`src/rtl/inst_control.sv`:
```
// Decode-stage instruction decoder: 5-bit opcode -> registered 11-bit control word.
// Optional macro INST_CONTROL_ILLEGAL_OP_EN adds a registered illegal_op flag.
module inst_control #(
  parameter int OPW = 5
) (
  input  logic           clock,
  input  logic           reset,
  input  logic [OPW-1:0] opcode,
  output logic           rs_rd1,
  output logic           rt_rs2,
  output logic           memToReg,
  output logic           reg_we,
  output logic           mem_we,
  output logic           alu_imm,
  output logic           br,
  output logic           jump,
  output logic           jal_ctrl,
  output logic           jr_ctrl,
`ifdef INST_CONTROL_ILLEGAL_OP_EN
  output logic           illegal_op,
`endif
  output logic           bne_blt
);

  typedef struct packed {
    logic rs_rd1;
    logic rt_rs2;
    logic mem_to_reg;
    logic reg_we;
    logic mem_we;
    logic alu_imm;
    logic br;
    logic jump;
    logic jal_ctrl;
    logic jr_ctrl;
    logic bne_blt;
  } ctrl_t;

  localparam ctrl_t CTRL_NOP = '{default: 1'b0};

  ctrl_t ctrl_d, ctrl_q;
  logic  illegal_d;

  // Opcode decode; anything not listed (including X/Z) falls to the NOP word.
  always_comb begin
    ctrl_d    = CTRL_NOP;
    illegal_d = 1'b0;
    case (opcode)
      5'b00000: ctrl_d.reg_we = 1'b1;
      5'b00001: ctrl_d.jump   = 1'b1;
      5'b00010: begin
        ctrl_d.rs_rd1 = 1'b1;
        ctrl_d.rt_rs2 = 1'b1;
        ctrl_d.br     = 1'b1;
      end
      5'b00011: begin
        ctrl_d.reg_we   = 1'b1;
        ctrl_d.jump     = 1'b1;
        ctrl_d.jal_ctrl = 1'b1;
      end
      5'b00100: begin
        ctrl_d.rs_rd1  = 1'b1;
        ctrl_d.jr_ctrl = 1'b1;
      end
      5'b00101: begin
        ctrl_d.reg_we  = 1'b1;
        ctrl_d.alu_imm = 1'b1;
      end
      5'b00110: begin
        ctrl_d.rs_rd1  = 1'b1;
        ctrl_d.rt_rs2  = 1'b1;
        ctrl_d.br      = 1'b1;
        ctrl_d.bne_blt = 1'b1;
      end
      5'b00111: begin
        ctrl_d.rs_rd1  = 1'b1;
        ctrl_d.rt_rs2  = 1'b1;
        ctrl_d.mem_we  = 1'b1;
        ctrl_d.alu_imm = 1'b1;
      end
      5'b01000: begin
        ctrl_d.mem_to_reg = 1'b1;
        ctrl_d.reg_we     = 1'b1;
        ctrl_d.alu_imm    = 1'b1;
      end
      default: begin
        ctrl_d    = CTRL_NOP;
        illegal_d = 1'b1;
      end
    endcase
  end

  // Control word register aligned with the decode/execute pipeline register.
  always_ff @(posedge clock or negedge reset) begin
    if (!reset) begin
      ctrl_q <= CTRL_NOP;
    end else begin
      ctrl_q <= ctrl_d;
    end
  end

  assign rs_rd1   = ctrl_q.rs_rd1;
  assign rt_rs2   = ctrl_q.rt_rs2;
  assign memToReg = ctrl_q.mem_to_reg;
  assign reg_we   = ctrl_q.reg_we;
  assign mem_we   = ctrl_q.mem_we;
  assign alu_imm  = ctrl_q.alu_imm;
  assign br       = ctrl_q.br;
  assign jump     = ctrl_q.jump;
  assign jal_ctrl = ctrl_q.jal_ctrl;
  assign jr_ctrl  = ctrl_q.jr_ctrl;
  assign bne_blt  = ctrl_q.bne_blt;

`ifdef INST_CONTROL_ILLEGAL_OP_EN
  logic illegal_q;

  // Illegal-opcode flag register, same timing as the control word.
  always_ff @(posedge clock or negedge reset) begin
    if (!reset) begin
      illegal_q <= 1'b0;
    end else begin
      illegal_q <= illegal_d;
    end
  end

  assign illegal_op = illegal_q;
`else
  logic unused_illegal;
  assign unused_illegal = illegal_d;
`endif

endmodule

```
`config.mk`:
```
export PLATFORM = sky130hd
export DESIGN_NAME = inst_control
export DESIGN_NICKNAME = d
export VERILOG_FILES = /design/src/rtl/inst_control.sv
export SDC_FILE = /design/constraint.sdc
export NUM_CORES = 1
export LEC_CHECK = 0
export BUFFER_PORTS_ARGS = -buffer_cell sky130_fd_sc_hd__buf_2
export CORE_AREA = 2 2 39 41
export DETAILED_ROUTE_END_ITERATION = 12
export DIE_AREA = 0 0 41 43
export PLACE_DENSITY = 0.55
export SYNTH_ARGS = -nofsm -noshare
export SYNTH_HDL_FRONTEND = slang
export SYNTH_SLANG_ARGS = --single-unit
```
`constraint.sdc`:
```
create_clock -name clock -period 0.8 [get_ports clock]
set_input_delay 0.12 -clock clock [delete_from_list [all_inputs] [get_ports clock]]
set_output_delay 0.12 -clock clock [all_outputs]
set_load 0.01 [all_outputs]
```
# After elaboration in Yosys (flattened, before gate mapping)

Cells that the tools add are included.

Flip-flop bits (word level): 11
Latch bits: 0
Bits in writable memories: 0
Bits in read-only memories: 0
Input bits: 7
Output and inout bits: 11
Word-level logic and storage cells: 37
Memories: 0

Add/subtract/negate cells: 0
$mul: 0
Div/mod/pow operators: 0
Magnitude comparators: 0
Equality and inequality tests: 8
Shift-type cells: 0
Multiplexer cells: 11
Bitwise logic cells: 0
Reductions and logical operators: 7

Operators with widths:

| operator                                       | count |
|---|---|
| == test 5 x 3 -> 1 bit (second input constant) | 4 |
| 2-to-1 mux 1 bit                               | 11 |
| == test 5 x 2 -> 1 bit (second input constant) | 2 |
| OR reduction 4 bit                             | 2 |
| OR reduction 3 bit                             | 2 |
| == test 5 x 1 -> 1 bit (second input constant) | 1 |
| == test 5 x 4 -> 1 bit (second input constant) | 1 |
| zero test 5 bit                                | 1 |
| OR reduction 2 bit                             | 2 |

# Depth between registers and ports, before layout

Gate-level depths: netlist of run 1.

Depth in word-level cells: 3
Mapped depth: 3
Mapped depth without buffers: 3

# Worst setup path before layout of run 1

OpenSTA, ideal clock, no wires.

Path kind: in2reg
From: input port opcode[4]
To: register ctrl_q, in the netlist rt_rs2
Library setup time: 120 ps
Arrival: 553 ps
Required time: 680 ps
Slack: 127 ps
Stages: 3
Buffers on the path: 1
Path through: clkbuf_1 > nor2_1 > and3_1

RTL lines:

| element                | RTL line | source |
|---|---|---|
| start: declaration     | 8        | `input logic [OPW-1:0] opcode,` |
| end signal: assignment | 98       | `ctrl_q <= ctrl_d;` |
| end: declaration       | 41       | `ctrl_t ctrl_d, ctrl_q;` |

# Worst setup path after layout of run 1

From: register ctrl_q, in the netlist jr_ctrl
To: output port jr_ctrl

RTL lines:

| element          | RTL line | source |
|---|---|---|
| end: declaration | 18       | `output logic jr_ctrl,` |

No word-level cell between the ends.

==> reports/results.tsv, run 1 <==
stage	metric	value	unit
outcome	status	complete, but fails checks	
outcome	failing checks	negative setup slack	
setup_path	Max stage delay on crit path	0.37	ns
sta	Period minus WS final	0.883	ns
sta	Slew Limit Fails	0	
yosys	compound-cell area share of the yosys netlist	0.0703	
place	dpl cells	73	
min_path	Min-Delay Endpoint	jr_ctrl	
clock_tree	Sink Count	11	
layout	Fillers	147	
clock_tree	Root Driver	clkbuf_4	
floorplan	IO Pins	18	
setup_path	CP Data Required Time	0.68	ns
floorplan	Core ar.	1380	µm²
yosys	Synth Area in XOR/XNOR	0	
sta	headroom to the max-slew limit	0.848	
layout	ant diodes	0	
yosys	largest family of logic cells by synthesized area	simple AND/OR/NAND/NOR gates	
sta	endpoints failing setup	11	
layout	Util after Layout	0.426	
setup_path	CP Cell Sequence	buf_2	
sta	Tcrit/Tclk final	1.10	
yosys	biggest area consumer among synthesized cells	dfrtp_1	
yosys	adder-cell share of the synthesized area	0	
setup_path	Max Fanout on Critical Path	1	
yosys	syn_area_per_cell	11.1	µm²
setup_path	delay-heaviest family, CP	flip-flops	
detailed_routing	Residual DRC	0	
yosys	mux cell area share after synthesis	0	
layout	Final nets	70	
power	worst vdd ir	0.717	mV
clock_tree	clk slew on worst S/H paths	0.07	ns
global_route	vias in the first global route	318	
setup_path	CP startpoint kind	flop	
sta	RSZ-0062 raised after global routing	true	
yosys	Seq/Total Area, Yosys	0.673	
yosys	Yosys reg bits	11	
yosys	Mapped Nets	44	
sta	worst slew pin tran	0.225	ns
clock_tree	Setup Buffers After CTS	0	
setup_path	critical path buffer and inverter count	1	
floorplan	die height	43	µm
global_route	largest net degree at the start of global routing	12	
yosys	Distinct cells, synth	17	
yosys	yosys warns	0	
clock_tree	CTS HTree Levels	1	
detailed_routing	WL final	743	µm
power	leakage	0.322	nW
job	max cap viols	0	
floorplan	cell row count	14	
clock_tree	CTS tree	yes	
sta	Hold Slack	0.0894	ns
place	I/O Buffers	17	
yosys	Syn Std Cell Area	409	µm²
detailed_routing	post-DR vias/cell	4.45	
yosys	top-area cell type share of the netlist area	0.673	
floorplan	die width	41	µm
floorplan	area of the die	1760	µm²
yosys	top post-synthesis cells by area	dfrtp_1 (67%), nor3_1 (4.9%), nor2_1 (3.7%)	
place	gpl congestion	0.768	
min_path	min-delay src	opcode[0]	
min_path	hold crit path type	input pin to flop	
sta	fmax	1.13	GHz
global_route	GRT Total Usage	0.115	
detailed_routing	Iter 0 DRT Violations	0	
detailed_routing	drt pass-1 iters	1	
clock_tree	Num CTS Buffers	3	
yosys	simple-gate area share of the yosys netlist	0.229	
layout	share of layout cells above drive strength 1	0.387	
global_route	first-pass GRT wire length	1270	µm
setup_path	CP endpoint kind	output port	
global_route	initial antenna violation count	0	
detailed_routing	routed via count	347	
detailed_routing	wire per inst	9.53	µm
global_route	GR Overflow Total	0	
sta	Setup TNS	-0.759	ns
min_path	hold path depth	2	
layout	final cell count without fillers	78	
sta	Hold Violations, Final	0	
detailed_routing	antenna-violating nets left	0	
yosys	Cells after Synth	37	
setup_path	critical path class	flop to output port	
floorplan	Initial Util	0.296	
sta	setup ws final	-0.0825	ns
setup_path	Slowest-stage cell, CP	dfrtp_1	
power	Power Density	1800	nW/µm²
clock_tree	clock tree buffer depth	2	
layout	Layout area overhead	44.0	%
setup_path	crit path DAT	0.76	ns
## cells in the mapped netlist
cell      count
dfrtp_1      11
nor2_1        4
nor3_1        4
nand2_1       3
a21oi_1       2
inv_1         2
a21boi_0      1
a31oi_1       1
and3_1        1
clkbuf_1      1
nand2b_1      1
nand4b_1      1
nor2b_1       1
nor4_1        1
o21ai_0       1
or2b_1        1
or3_1         1
## layer usage
metal  track usage  share of wire  vias up
met5             0              0        -
met4         0.120          0.042        0
met3        0.0314          0.092        4
met2         0.153           0.42       15
met1         0.133           0.44      153
li1              -              -      175
## state kept, by name, indices dropped and copies added, names as in the netlist
signal and flops:
rt_rs2 1, jal_ctrl 1, jr_ctrl 1, br 1, alu_imm 1, mem_we 1, rs_rd1 1, reg_we 1
jump 1, bne_blt 1, memToReg 1
## placed cells by master (no fill, tap or decap)
cell type / Yosys / routed
a21boi_0: 1 / 1
a21oi_1: 2 / 2
a31oi_1: 1 / 1
and3_1: 1 / 1
buf_2: 0 / 15
buf_4: 0 / 4
buf_6: 0 / 2
clkbuf_1: 1 / 1
clkbuf_4: 0 / 3
dfrtp_1: 11 / 11
dlygate4sd3_1: 0 / 1
inv_1: 2 / 2
nand2_1: 3 / 3
nand2b_1: 1 / 1
nand4b_1: 1 / 1
nor2_1: 4 / 4
nor2b_1: 1 / 1
nor3_1: 4 / 4
nor4_1: 1 / 1
o21ai_0: 1 / 1
or2b_1: 1 / 1
or3_1: 1 / 1
## stage by stage
step | instance area (µm²) | total power, W | setup slack [ns]
finish | 589 | 0.00106 | -0.0825
global route | 589 | 0.00113 | -0.112
CTS | 577 | 0.00108 | -0.0953
detailed placement | 541 | 0.000702 | -0.0492
global placement | 541 | 0.000701 | -0.0461
floorplan | 409 | 0.000631 | 0.127
## how the worst max path moves through the flow
stage	end	from	cells past startpoint
floorplan	rt_rs2	opcode[4]	3
global placement	reg_we	opcode[0]	4
detailed placement	reg_we	opcode[0]	4
CTS	jr_ctrl	jr_ctrl	1
global route	rt_rs2	rt_rs2	1
finish	jr_ctrl	jr_ctrl	1
## power breakdown
group          leakage, nW  internal (W)  switching, W  total (W)
sequential           0.151      0.000571    0.00000383   0.000575
clock               0.0150      0.000193      0.000170   0.000363
combinational        0.156     0.0000575     0.0000672   0.000125
total                0.322      0.000821      0.000241    0.00106
## final cells by class
| cell class | count | area, µm² | area share |
|---|---|---|---|
| flip-flops and latches | 11 | 275 | 0.467 |
| repair buffers | 22 | 138 | 0.234 |
| multi-input cells | 23 | 123 | 0.208 |
| clock buffers | 4 | 26.3 | 0.0446 |
| well taps | 16 | 20.0 | 0.0340 |
| inverters | 2 | 7.51 | 0.0127 |
## logic make-up after synthesis
| logic type | Yosys count |
|---|---|
| simple gates | 18 |
| flops | 11 |
| compound gates | 5 |
| buf+inv | 3 |
## what timing repair did
action / CTS / global route
endpoints found under the hold margin: 11 / 0
resized for setup: 0 / 2
hold buffers: 1 / 0
pin swaps: 0 / 0
endpoints found under the setup margin: 11 / 11
Power figures use the tool's default switching activity.
==> run 2: changes to the inputs <==
Settings changed: GPL_TIMING_DRIVEN from default to 0.
==> reports/results.tsv, run 2 (synthesis results as in run 1) <==
stage	metric	value	unit	change
place	gpl congestion	0.818		+6.5%
layout	Final nets	66		-5.7%
place	DP HPWL	551	µm	
power	total power draw	0.00105	W	-1.3%
detailed_routing	routed via count	327		-5.8%
sta	setup ws final	-0.0723	ns	+0.0103 ns
setup_path	Setup crit end	bne_blt		
clock_tree	clk slew on worst S/H paths	0.06	ns	about the same
power	worst vdd ir	0.642	mV	-10%
setup_path	critical path class	flop to output port		
floorplan	area of the die	1760	µm²	unchanged
global_route	vias in the first global route	294		-7.5%
place	I/O Buffers	16		-1
layout	ant diodes	0		unchanged
setup_path	CP Data Required Time	0.68	ns	about the same
floorplan	die height	43	µm	unchanged
sta	endpoints failing setup	11		unchanged
setup_path	Max stage delay on crit path	0.36	ns	about the same
global_route	first-pass GRT wire length	1170	µm	-8.1%
detailed_routing	antenna-violating nets left	0		unchanged
power	leakage	0.300	nW	-6.7%
layout	Fillers	146		-0.68%
sta	RSZ-0062 raised after global routing	true		
setup_path	Slowest-stage cell, CP	dfrtp_1		
setup_path	critical path buffer and inverter count	1		unchanged
setup_path	Max Fanout on Critical Path	1		unchanged
layout	Layout area overhead	36.4	%	
floorplan	Initial Util	0.296		unchanged
layout	area taken by multi-input logic gates	123	µm²	unchanged
setup_path	crit path DAT	0.75	ns	about the same
setup_path	crit path from	bne_blt		
detailed_routing	WL final	709	µm	-4.6%
detailed_routing	drt pass-1 iters	1		unchanged
job	max cap viols	0		unchanged
setup_path	CP endpoint kind	output port		
setup_path	delay-heaviest family, CP	flip-flops		
sta	Period minus WS final	0.872	ns	-0.0103 ns
layout	final cell count without fillers	74		-5.1%
sta	Tcrit/Tclk final	1.09		-0.0129
detailed_routing	Residual DRC	0		unchanged
clock_tree	Num CTS Buffers	3		unchanged
clock_tree	CTS tree	yes		
layout	commonest non-fill, non-tap cell in the layout	buf_2		
floorplan	Core ar.	1380	µm²	unchanged
layout	Sequential cell area	275	µm²	unchanged
sta	headroom to the max-slew limit	0.804		-0.0441
layout	most frequent cells in the layout	buf_2 (14), dfrtp_1 (11), nor2_1 (4), nor3_1 (4)		
floorplan	die width	41	µm	unchanged
clock_tree	clock tree buffer depth	2		unchanged
outcome	failing checks	negative setup slack		
floorplan	cell row count	14		unchanged
floorplan	IO Pins	18		unchanged
detailed_routing	wire per inst	9.58	µm	+0.58%
setup_path	CP startpoint kind	flop		
min_path	hold crit path type	input pin to flop		
clock_tree	CTS HTree Levels	1		unchanged
global_route	largest net degree at the start of global routing	12		unchanged
sta	Hold Violations, Final	0		unchanged
global_route	GR Overflow Total	0		unchanged
global_route	GRT Total Usage	0.107		-0.00768
outcome	status	complete, but fails checks		
sta	worst slew pin tran	0.293	ns	+0.0682 ns
clock_tree	Setup Buffers After CTS	0		unchanged
layout	share of layout cells above drive strength 1	0.328		-0.0595
clock_tree	Root Driver	clkbuf_4		
sta	fmax	1.15	GHz	+1.2%
detailed_routing	Iter 0 DRT Violations	0		unchanged
global_route	initial antenna violation count	0		unchanged
place	dpl cells	69		-5.5%
setup_path	CP Cell Sequence	buf_2		
sta	Slew Limit Fails	0		unchanged
power	Power Density	1880	nW/µm²	+4.3%
min_path	hold path depth	2		unchanged
clock_tree	Sink Count	11		unchanged
setup_path	critical path depth	1		unchanged
detailed_routing	post-DR vias/cell	4.42		-0.67%
==> run 2: changes by cell type in the layout (fill, tap and decap cells not counted) <==
| cell | change |
|---|---|
| buf_4 | -4 |
| clkbuf_1 | +1 |
| buf_2 | -1 |
==> run 2: power by group <==
part | leakage, nW | total (W) | switching (W) | internal (W)
clock network | 0.0150 | 0.000366 | 0.000173 | 0.000193
registers | 0.151 | 0.000574 | 0.00000356 | 0.000571
logic | 0.135 | 0.000109 | 0.0000642 | 0.0000446
==> run 2: repair_timing <==
action                                  4_1_cts  5_1_grt
hold buffers                                  1        0
endpoints found under the setup margin       11       11
endpoints found under the hold margin        11        0
resized for setup                             0        2
pin swaps                                     0        0
==> run 2: metal layers <==
| metal | track usage | wire length [µm] | part of all wire |
|---|---|---|---|
| met5 | 0 | 0 | 0 |
| met4 | 0.120 | 40 | 0.056 |
| met3 | 0.0314 | 59 | 0.083 |
| met2 | 0.131 | 288 | 0.41 |
| met1 | 0.131 | 320 | 0.45 |
==> run 2: per-stage QoR <==
step	cell area, µm²	setup slack [ns]	util	hold slack, ns	setup TNS [ns]
2_1_floorplan	409	0.127	-	-0.176	0
5_1_grt	558	-0.110	0.403	0.110	-1.09
6_report	558	-0.0723	0.403	0.100	-0.756
3_3_place_gp	509	-0.0602	0.368	-0.00850	-0.109
3_5_place_dp	509	-0.0742	0.368	-0.00339	-0.127
4_1_cts	546	-0.0851	0.394	0.0984	-0.860
==> run 2: area by class of cell <==
| type | instances | share of cell area |
|---|---|---|
| timing repair buffer | 17 | 0.184 |
| buffer | 1 | 0.00673 |
| sequential | 11 | 0.493 |
| tap | 16 | 0.0359 |
| inverter | 2 | 0.0135 |
| clock buffer | 4 | 0.0471 |
| multi-input combinational | 23 | 0.220 |
==> run 2: worst min-delay path by stage <==
stage,start,end,slack [ns]
2_1_floorplan,reset,alu_imm,-0.18
3_3_place_gp,reset,rs_rd1,-0.009
5_1_grt,opcode[3],jump,0.11
4_1_cts,opcode[1],jr_ctrl,0.1
6_report,opcode[1],jr_ctrl,0.1
3_5_place_dp,reset,br,-0.003
